`src/rtl/mant_mult_seq_if.sv`:
```
// Operand/product handshake bundle for the sequential mantissa multiplier.
// The producer/consumer side uses the master modport, the multiplier uses slave.
interface mant_mult_seq_if;
  logic        in_valid;
  logic        in_ready;
  logic [23:0] mant_a;
  logic [23:0] mant_b;
  logic        out_valid;
  logic        out_ready;
  logic [47:0] product;
  logic        busy;

  modport master (
    output in_valid, mant_a, mant_b, out_ready,
    input  in_ready, out_valid, product, busy
  );

  modport slave (
    input  in_valid, mant_a, mant_b, out_ready,
    output in_ready, out_valid, product, busy
  );
endinterface

```
`src/rtl/mant_mult_seq.sv`:
```
// Sequential shift-and-add 24x24 -> 48-bit unsigned mantissa multiplier.
// One partial product is folded into the accumulator per clock through a
// single 48-bit ripple-carry adder. The 24x24 product fits 48 bits, so the
// adder needs no carry-out.

// 48-bit ripple-carry adder, carry-out intentionally not exported.
module adder (
  input  logic [47:0] A,
  input  logic [47:0] B,
  output logic [47:0] SUM
);
  logic carry;

  // Bit-serial carry chain from LSB to MSB.
  always_comb begin
    carry = 1'b0;
    SUM   = '0;
    for (int i = 0; i < 48; i++) begin
      SUM[i] = A[i] ^ B[i] ^ carry;
      carry  = (A[i] & B[i]) | (carry & (A[i] ^ B[i]));
    end
  end
endmodule

module mant_mult_seq #(
  parameter bit EARLY_TERM = 1'b0
) (
  input  logic            clk,
  input  logic            rst_n,
  mant_mult_seq_if.slave  bus
);
  localparam int DATA_W = 24;

  typedef enum logic [1:0] {
    IDLE = 2'd0,
    RUN  = 2'd1,
    DONE = 2'd2
  } state_t;

  state_t                state;
  logic [2*DATA_W-1:0]   mcand;
  logic [DATA_W-1:0]     mplier;
  logic [2*DATA_W-1:0]   acc;
  logic [4:0]            cnt;
  logic [2*DATA_W-1:0]   addend;
  logic [2*DATA_W-1:0]   sum;
  logic                  in_ready_r;
  logic                  out_valid_r;
  logic                  busy_r;
  logic                  last_bit;

  // The multiplicand only contributes when the current multiplier LSB is set.
  always_comb begin
    addend = mplier[0] ? mcand : '0;
  end

  adder u_adder (
    .A   (acc),
    .B   (addend),
    .SUM (sum)
  );

  // Last RUN edge: 24th bit processed, or (early mode) every remaining
  // multiplier bit above the one being added now is zero. Terminating on the
  // upper bits lets the final set bit be accumulated on the same edge, so the
  // run length equals the bit length of mant_b (minimum one edge).
  always_comb begin
    last_bit = (cnt == 5'd23) ||
               (EARLY_TERM && (mplier[DATA_W-1:1] == '0));
  end

  // Control FSM plus datapath registers; handshake outputs are registered
  // alongside the state so they never glitch.
  always_ff @(posedge clk or negedge rst_n) begin
    if (!rst_n) begin
      state       <= IDLE;
      mcand       <= '0;
      mplier      <= '0;
      acc         <= '0;
      cnt         <= '0;
      in_ready_r  <= 1'b1;
      out_valid_r <= 1'b0;
      busy_r      <= 1'b0;
    end else begin
      case (state)
        IDLE: begin
          if (bus.in_valid) begin
            mcand      <= {{DATA_W{1'b0}}, bus.mant_a};
            mplier     <= bus.mant_b;
            acc        <= '0;
            cnt        <= '0;
            state      <= RUN;
            in_ready_r <= 1'b0;
            busy_r     <= 1'b1;
          end
        end
        RUN: begin
          acc    <= sum;
          mcand  <= mcand << 1;
          mplier <= mplier >> 1;
          cnt    <= cnt + 5'd1;
          if (last_bit) begin
            state       <= DONE;
            out_valid_r <= 1'b1;
          end
        end
        DONE: begin
          if (bus.out_ready) begin
            state       <= IDLE;
            out_valid_r <= 1'b0;
            busy_r      <= 1'b0;
            in_ready_r  <= 1'b1;
          end
        end
        default: begin
          state       <= IDLE;
          out_valid_r <= 1'b0;
          busy_r      <= 1'b0;
          in_ready_r  <= 1'b1;
        end
      endcase
    end
  end

  assign bus.in_ready  = in_ready_r;
  assign bus.out_valid = out_valid_r;
  assign bus.busy      = busy_r;
  assign bus.product   = acc;
endmodule

```
`src/flat_wrapper.sv`:
```
// flat-port wrapper written by rule: the top's interface ports become plain ports
module mant_mult_seq_flat 
#(
  parameter bit EARLY_TERM = 1'b0
)
  (clk, rst_n, bus_in_valid, bus_mant_a, bus_mant_b, bus_out_ready, bus_in_ready, bus_out_valid, bus_product, bus_busy);
  mant_mult_seq_if bus_i ();
  input  logic clk;
  input  logic rst_n;
  input wire logic [$bits(bus_i.in_valid)-1:0] bus_in_valid;
  input wire logic [$bits(bus_i.mant_a)-1:0] bus_mant_a;
  input wire logic [$bits(bus_i.mant_b)-1:0] bus_mant_b;
  input wire logic [$bits(bus_i.out_ready)-1:0] bus_out_ready;
  output wire logic [$bits(bus_i.in_ready)-1:0] bus_in_ready;
  output wire logic [$bits(bus_i.out_valid)-1:0] bus_out_valid;
  output wire logic [$bits(bus_i.product)-1:0] bus_product;
  output wire logic [$bits(bus_i.busy)-1:0] bus_busy;
  assign bus_i.in_valid = bus_in_valid;
  assign bus_i.mant_a = bus_mant_a;
  assign bus_i.mant_b = bus_mant_b;
  assign bus_i.out_ready = bus_out_ready;
  assign bus_in_ready = bus_i.in_ready;
  assign bus_out_valid = bus_i.out_valid;
  assign bus_product = bus_i.product;
  assign bus_busy = bus_i.busy;
  mant_mult_seq #(.EARLY_TERM(EARLY_TERM)) u_core (.clk(clk), .rst_n(rst_n), .bus(bus_i));
endmodule
```
`config.mk`:
```
export PLATFORM = sky130hd
export DESIGN_NAME = mant_mult_seq_flat
export DESIGN_NICKNAME = d
export VERILOG_FILES = /design/src/rtl/mant_mult_seq_if.sv /design/src/rtl/mant_mult_seq.sv /design/src/flat_wrapper.sv
export SDC_FILE = /design/constraint.sdc
export NUM_CORES = 1
export LEC_CHECK = 0
export CAP_MARGIN = 20
export CORE_MARGIN = 1.5
export CORE_UTILIZATION = 58
export DETAILED_ROUTE_END_ITERATION = 16
export PLACE_DENSITY = 0.95
export SLEW_MARGIN = 25
export SYNTH_ARGS = -nofsm -noshare
export SYNTH_HDL_FRONTEND = slang
export SYNTH_SLANG_ARGS = --single-unit
```
`constraint.sdc`:
```
create_clock -name clk -period 50.8 [get_ports clk]
set_input_delay 10.16 -clock clk [delete_from_list [all_inputs] [get_ports clk]]
set_output_delay 10.16 -clock clk [all_outputs]
set_load 0.02 [all_outputs]
```
# ---- After elaboration in Yosys (flattened, before gate mapping)
# Cells that the tools add are included.
dict set report totals {
  regBits 130
  input_bits 52
  output_inout_bits 51
  elab_cells 278
}
dict set report classes {
  add_sub_neg 1
  eq_ne 6
  mux 21
  bitwise 236
  n_reduce_logical 6
}
# operator count
set op_table {}
lappend op_table {{$pmux W48 S2} 2}
lappend op_table {{$mux W48} 3}
lappend op_table {{$xor A1 B1 Y1} 95}
lappend op_table {{$and A1 B1 Y1} 93}
lappend op_table {{$pmux W24 S2} 1}
lappend op_table {{$or A1 B1 Y1} 46}
lappend op_table {{$mux W24} 1}
lappend op_table {{$pmux W5 S2} 1}
lappend op_table {{$pmux W1 S3} 3}
lappend op_table {{$reduce_and A3 Y1} 3}
lappend op_table {{$mux W2} 3}
lappend op_table {{$pmux W2 S3} 1}
lappend op_table {{$add A5 B1 Y5 const B} 1}
lappend op_table {{$eq A5 B5 Y1 const B} 1}
lappend op_table {{$mux W1} 5}
lappend op_table {{$mux W5} 1}
lappend op_table {{$ne A2 B2 Y1 const B} 2}
lappend op_table {{$eq A2 B1 Y1 const B} 1}
lappend op_table {{$eq A2 B2 Y1 const B} 1}
lappend op_table {{$logic_not A2 Y1} 1}
lappend op_table {{$ne A2 B1 Y1 const B} 1}
lappend op_table {{$not A1 Y1} 2}
lappend op_table {{$reduce_and A2 Y1} 1}
lappend op_table {{$reduce_bool A2 Y1} 1}

# ---- Depth between registers and ports, before layout
dict set report depth {
  ltp_word 96
  mapped_depth 55
  ltp_nobuf 54
}

# ---- Cells and area by module
# Synthesis repeated with hierarchy kept, for this count alone.
dict set report unflattened {
  cells_unflattened 569
  area_unflattened_um2 6761.5
}
# mod instances cells_each area_per_inst_um2 seq_area_each_um2
set modules_own_cells {}
lappend modules_own_cells {mant_mult_seq 1 516 5785.5 3254.4}
lappend modules_own_cells {adder 1 53 975.9 0.0}

# ---- Worst setup path after synthesis
# Ideal clock, no wire load.
dict set report synth_timing {
  path_kind {flip-flop to flip-flop}
  from {register u_core.mplier[0]}
  to {register u_core.acc[47] (netlist: u_core.bus.product[47])}
  setup_ns 0.069
  arrival_time_ns 18.770
  required_time_ns 50.731
  setup_slack_ns 31.961
  stages_incl_launch_ff 56
  path_buffers 1
  period_less_slack_ns 18.839
  cell_sequence {dfrtp_1 -> buf_2 -> and2_1 -> ha_1 -> inv_1 -> fa_1 -> fa_1 -> fa_1 -> fa_1 -> fa_1 -> fa_1 -> fa_1 -> fa_1 -> fa_1 -> fa_1 -> fa_1 -> fa_1 -> fa_1 -> [20 not listed] -> fa_1 -> fa_1 -> fa_1 -> fa_1 -> fa_1 -> fa_1 -> fa_1 -> fa_1 -> fa_1 -> fa_1 -> fa_1 -> inv_1 -> fa_1 -> inv_1 -> fa_1 -> a21boi_0 -> or4_1 -> nand3_1}
}
dict set report synth_between {
  elab_chain_len 96
  word_cells_on_any_way 189
  classes_between {2 x mux; 187 x bitwise}
}
# item line_no
set synth_rtl {}
lappend synth_rtl {{start: declaration} mant_mult_seq.sv:42} ;# logic [DATA_W-1:0] mplier;
lappend synth_rtl {{start signal: assignment} mant_mult_seq.sv:89} ;# mplier <= bus.mant_b;
lappend synth_rtl {{start signal: assignment} mant_mult_seq.sv:100} ;# mplier <= mplier >> 1;
lappend synth_rtl {{$mux W48 (*)} mant_mult_seq.sv:54} ;# addend = mplier[0] ? mcand : '0;
lappend synth_rtl {{$and A1 B1 Y1 or $xor A1 B1 Y1 (tied branches)} mant_mult_seq.sv:20} ;# carry = (A[i] & B[i]) | (carry & (A[i] ^ B[i]));
lappend synth_rtl {{$and A1 B1 Y1} mant_mult_seq.sv:20}
lappend synth_rtl {{$or A1 B1 Y1} mant_mult_seq.sv:20}
lappend synth_rtl {{$and A1 B1 Y1} mant_mult_seq.sv:20}
lappend synth_rtl {{$or A1 B1 Y1} mant_mult_seq.sv:20}
lappend synth_rtl {{$and A1 B1 Y1} mant_mult_seq.sv:20}
lappend synth_rtl {{$or A1 B1 Y1} mant_mult_seq.sv:20}
lappend synth_rtl {{[80 not listed]} --}
lappend synth_rtl {{$and A1 B1 Y1} mant_mult_seq.sv:20}
lappend synth_rtl {{$or A1 B1 Y1} mant_mult_seq.sv:20}
lappend synth_rtl {{$and A1 B1 Y1} mant_mult_seq.sv:20}
lappend synth_rtl {{$or A1 B1 Y1} mant_mult_seq.sv:20}
lappend synth_rtl {{$and A1 B1 Y1} mant_mult_seq.sv:20}
lappend synth_rtl {{$or A1 B1 Y1} mant_mult_seq.sv:20}
lappend synth_rtl {{$xor A1 B1 Y1 (*)} mant_mult_seq.sv:19} ;# SUM[i] = A[i] ^ B[i] ^ carry;
lappend synth_rtl {{$pmux W48 S2 (*)} mant_mult_seq.sv:85} ;# case (state)
lappend synth_rtl {{end signal: assignment} mant_mult_seq.sv:98} ;# acc <= sum;
lappend synth_rtl {{end: declaration} mant_mult_seq.sv:43} ;# logic [2*DATA_W-1:0] acc;
# Mark *: on every way between the ends. The rest lies on a longest branch, timed or not.
# A chain may end at the register's enable or synchronous reset.

# ---- Final worst setup path
# Same ends and word-level chain as after synthesis.

==> results.yml <==
critical_path:
  path_class: "flip-flop to flip-flop"
  crit_required_ns: 51.14
  cp.arrival_ns: 20.37
  cp-start-kind: "flip-flop"
  cp_slowest_cell: "or4_1"
  reg2reg_slack_ns: 30.77
  cpMostUsedCell: "fa_1"
  max_stage_delay_ns: 0.50
  timing.rr.start: "u_core.mplier[0]"
  reg2reg_depth: 53
  r2r_end: "u_core.bus.product[47]"
  endpoint_kind: "flip-flop"
  cp_max_fo: 49
cells_and_area:
  multi_input_area_sq_um: 2868
  antenna_cells: 0
  layout.nets: 813
  mostFrequentLayoutCell: "nand2_1"
  layout_common_cells: "143 x nand2_1, 127 x dfrtp_1, 101 x clkdlybuf4s50_1"
  syn_to_final_growth_pct: 24.34
  final_util_pct: 74.63
  drive_gt1_share_pct: 6.198
  fillers: 728
  regArea_sq_um: 3257
yosys:
  syn_area_per_cell_sq_um: 10.42
  async_flop_share_pct: 100.0
  synth-edff-count: 0
  ys_seq_area_share_pct: 49.58
  ys_types: 34
  ys_ff_latch: 130
  synth_flop_cell: "dfrtp_1"
  syn-num-nets: 730
  synthCells: 630
  ys_warn_count: 0
  netlist_area_sq_um: 6564
floorplan:
  die_w_um: 109.4
  start_util_pct: 60.02
  core_sq_um: 10940
  dieArea_sq_um: 11960
  die_h_um: 109.4
  fp-row-count: 38
  ios: 103
timing:
  finalSetupViolations: 0
  fin_skew_ns: 0.01022
  worstMarginPinSlew_ns: 0.9121
  min_period_over_period_pct: 39.42
  hold_viol: 0
  slew-limit-headroom_pct: 39.19
  min_period_ns: 20.03
  hold_ws_ns: 0.4880
  tns_ns: 0
  rsz0062_at_grt: "false"
  fmax_ghz: 0.04994
  drv_slew: 0
clock_network:
  holdBufCountCts: 0
  clk_pin_slew_worst_paths_ns: 0.06
  post_cts_buffers: 0
  ctsResizeCount: 0
  htreeDepth: 4
  cts_root_buffer: "clkbuf_16"
  clock-sinks: 130
  clk_path_buf_depth: 2
  tritoncts: "done"
  insertion_delay_ns: 0.41
  numCtsBuffers: 17
placement:
  io_buffers: 102
  hpwl_mm: 9.798
  gp_congestion: 0.8590
grt:
  grt_max_degree: 71
  grt_pass1_vias: 5215
  grt_overflow: 0
  antenna_found_initial: 0
  grt_use_total_pct: 27.56
  grt_pass1_wl_mm: 25.00
status:
  run_status: "completed"
drt:
  drc: 0
  finalWirelength_mm: 14.79
  wl_per_cell_um: 17.08
  routed_via_density: 5.751
  vias: 4980
  dr.first_iter.drc_count: 298
  drt_first_pass_iters: 5
  detail-route-antenna-nets: 0
power_and_ir_drop:
  p_sw_w: 0.0001921
  powerDensity_nw_per_um2: 61.50
  p_int_w: 0.0003098
  swShare_pct: 38.28
  power_frac_seq_pct: 37.5
  ir_drop_v: 0.00002939
  comb_power_share_pct: 37.9
  p_leak_nw: 3.388
  clkPwrFrac_pct: 24.6
job:
  drv_cap: 0
worst_hold_path:
  min-delay-start: "u_core.cnt[3]"
  holdPathEnd: "u_core.cnt[3]"
  whs_path_depth: 1
  hp-class: "flip-flop to flip-flop"
==> per-stage QoR <==
step / total power [W] / cells / setup slack (ns) / area, sq um
floorplan: 0.0003011 / 630 / 31.96 / 6564
detailed placement: 0.0003792 / 834 / 30.93 / 7567
CTS: 0.0005048 / 866 / 30.84 / 8162
global route: 0.0005352 / 866 / 30.16 / 8162
finish: 0.0005019 / 866 / 30.77 / 8162
global placement: 0.0003603 / 833 / 31.35 / 7547
==> cell usage after synthesis, types with 7 or more instances <==
| cell | instances | share of area, % |
|---|---|---|
| and3b_1 | 17 | 2.3 |
| nand2_1 | 143 | 8.2 |
| clkbuf_1 | 12 | 0.69 |
| buf_2 | 19 | 1.4 |
| o21ai_1 | 17 | 1.3 |
| fa_1 | 46 | 14 |
| a21oi_1 | 19 | 1.4 |
| buf_6 | 7 | 1.2 |
| dfrtp_1 | 129 | 49 |
| o21ai_0 | 81 | 6.2 |
| a22o_1 | 29 | 3.9 |
| inv_1 | 48 | 2.7 |
| a22oi_1 | 30 | 3.4 |
==> worst max-delay path, delay by kind of cell, from the launching register on <==
kind / cells / cell delay, ns
AOI/OAI and AO/OA: 1 / 0.16
buffers and inverters: 3 / 0.55
and+or+nand+nor: 3 / 0.72
adders and majority gates: 46 / 18.18
DFF: 1 / 0.33
==> final cells by class <==
cell class | count | share of cell area [%]
inverter | 48 | 2.208
multi-input combinational | 407 | 35.14
clock buffer | 18 | 5.258
tap | 140 | 2.146
timing repair buffer | 109 | 13.32
clock inverter | 14 | 2.024
sequential | 130 | 39.90
==> state kept, by name, summed over array words and instances (netlist names) <==
register              flops
u_core.state              2
u_core.mcand             48
u_core.bus.product       48
u_core.mplier            24
u_core.bus.busy           1
u_core.cnt                5
u_core.bus.in_ready       1
u_core.bus.out_valid      1
==> metal layers <==
metal | wire [um] | global-route usage (%) | part of all wire, % | vias to the layer above
li1 | - | - | - | 2269
met1 | 6029 | 35.52 | 41 | 2511
met2 | 7560 | 44.99 | 51 | 166
met3 | 793 | 6.224 | 5.4 | 34
met4 | 411 | 12.24 | 2.8 | 0
met5 | 0 | 0 | 0 | -
==> logic make-up (layout without fill, tap and decap cells) <==
group | after synthesis | in the layout | synth area share (%)
adder cells (fa/ha/maj) | 48 | 48 | 14.41
buffers and inverters | 93 | 189 | 6.729
AO/OA/AOI/OAI | 179 | 179 | 16.74
AND/OR/NAND/NOR | 178 | 178 | 12.24
multiplexers | 2 | 2 | 0.3050
flip-flops | 130 | 130 | 49.58
==> worst max path at each step <==
stage	start	slack [ns]	cells after the start	to
CTS	u_core.mplier[0]	30.84	53	u_core.bus.product[47]
global route	u_core.mplier[0]	30.16	53	u_core.bus.product[47]
global placement	u_core.mplier[0]	31.35	53	u_core.bus.product[47]
detailed placement	u_core.mplier[0]	30.93	53	u_core.bus.product[47]
floorplan	u_core.mplier[0]	31.96	55	u_core.bus.product[47]
finish	u_core.mplier[0]	30.77	53	u_core.bus.product[47]
==> power groups by stage <==
stage	combinational (W)	sequential, W	clock, W
after floorplan	0.000102	0.000199	0
after global placement	0.000173	0.000187	0
after detailed placement	0.000191	0.000188	0
after CTS	0.000193	0.000187	0.000125
after global routing	0.000212	0.000193	0.000130
final	0.000190	0.000188	0.000124
Note: power is estimated with default switching activity, not from simulation.
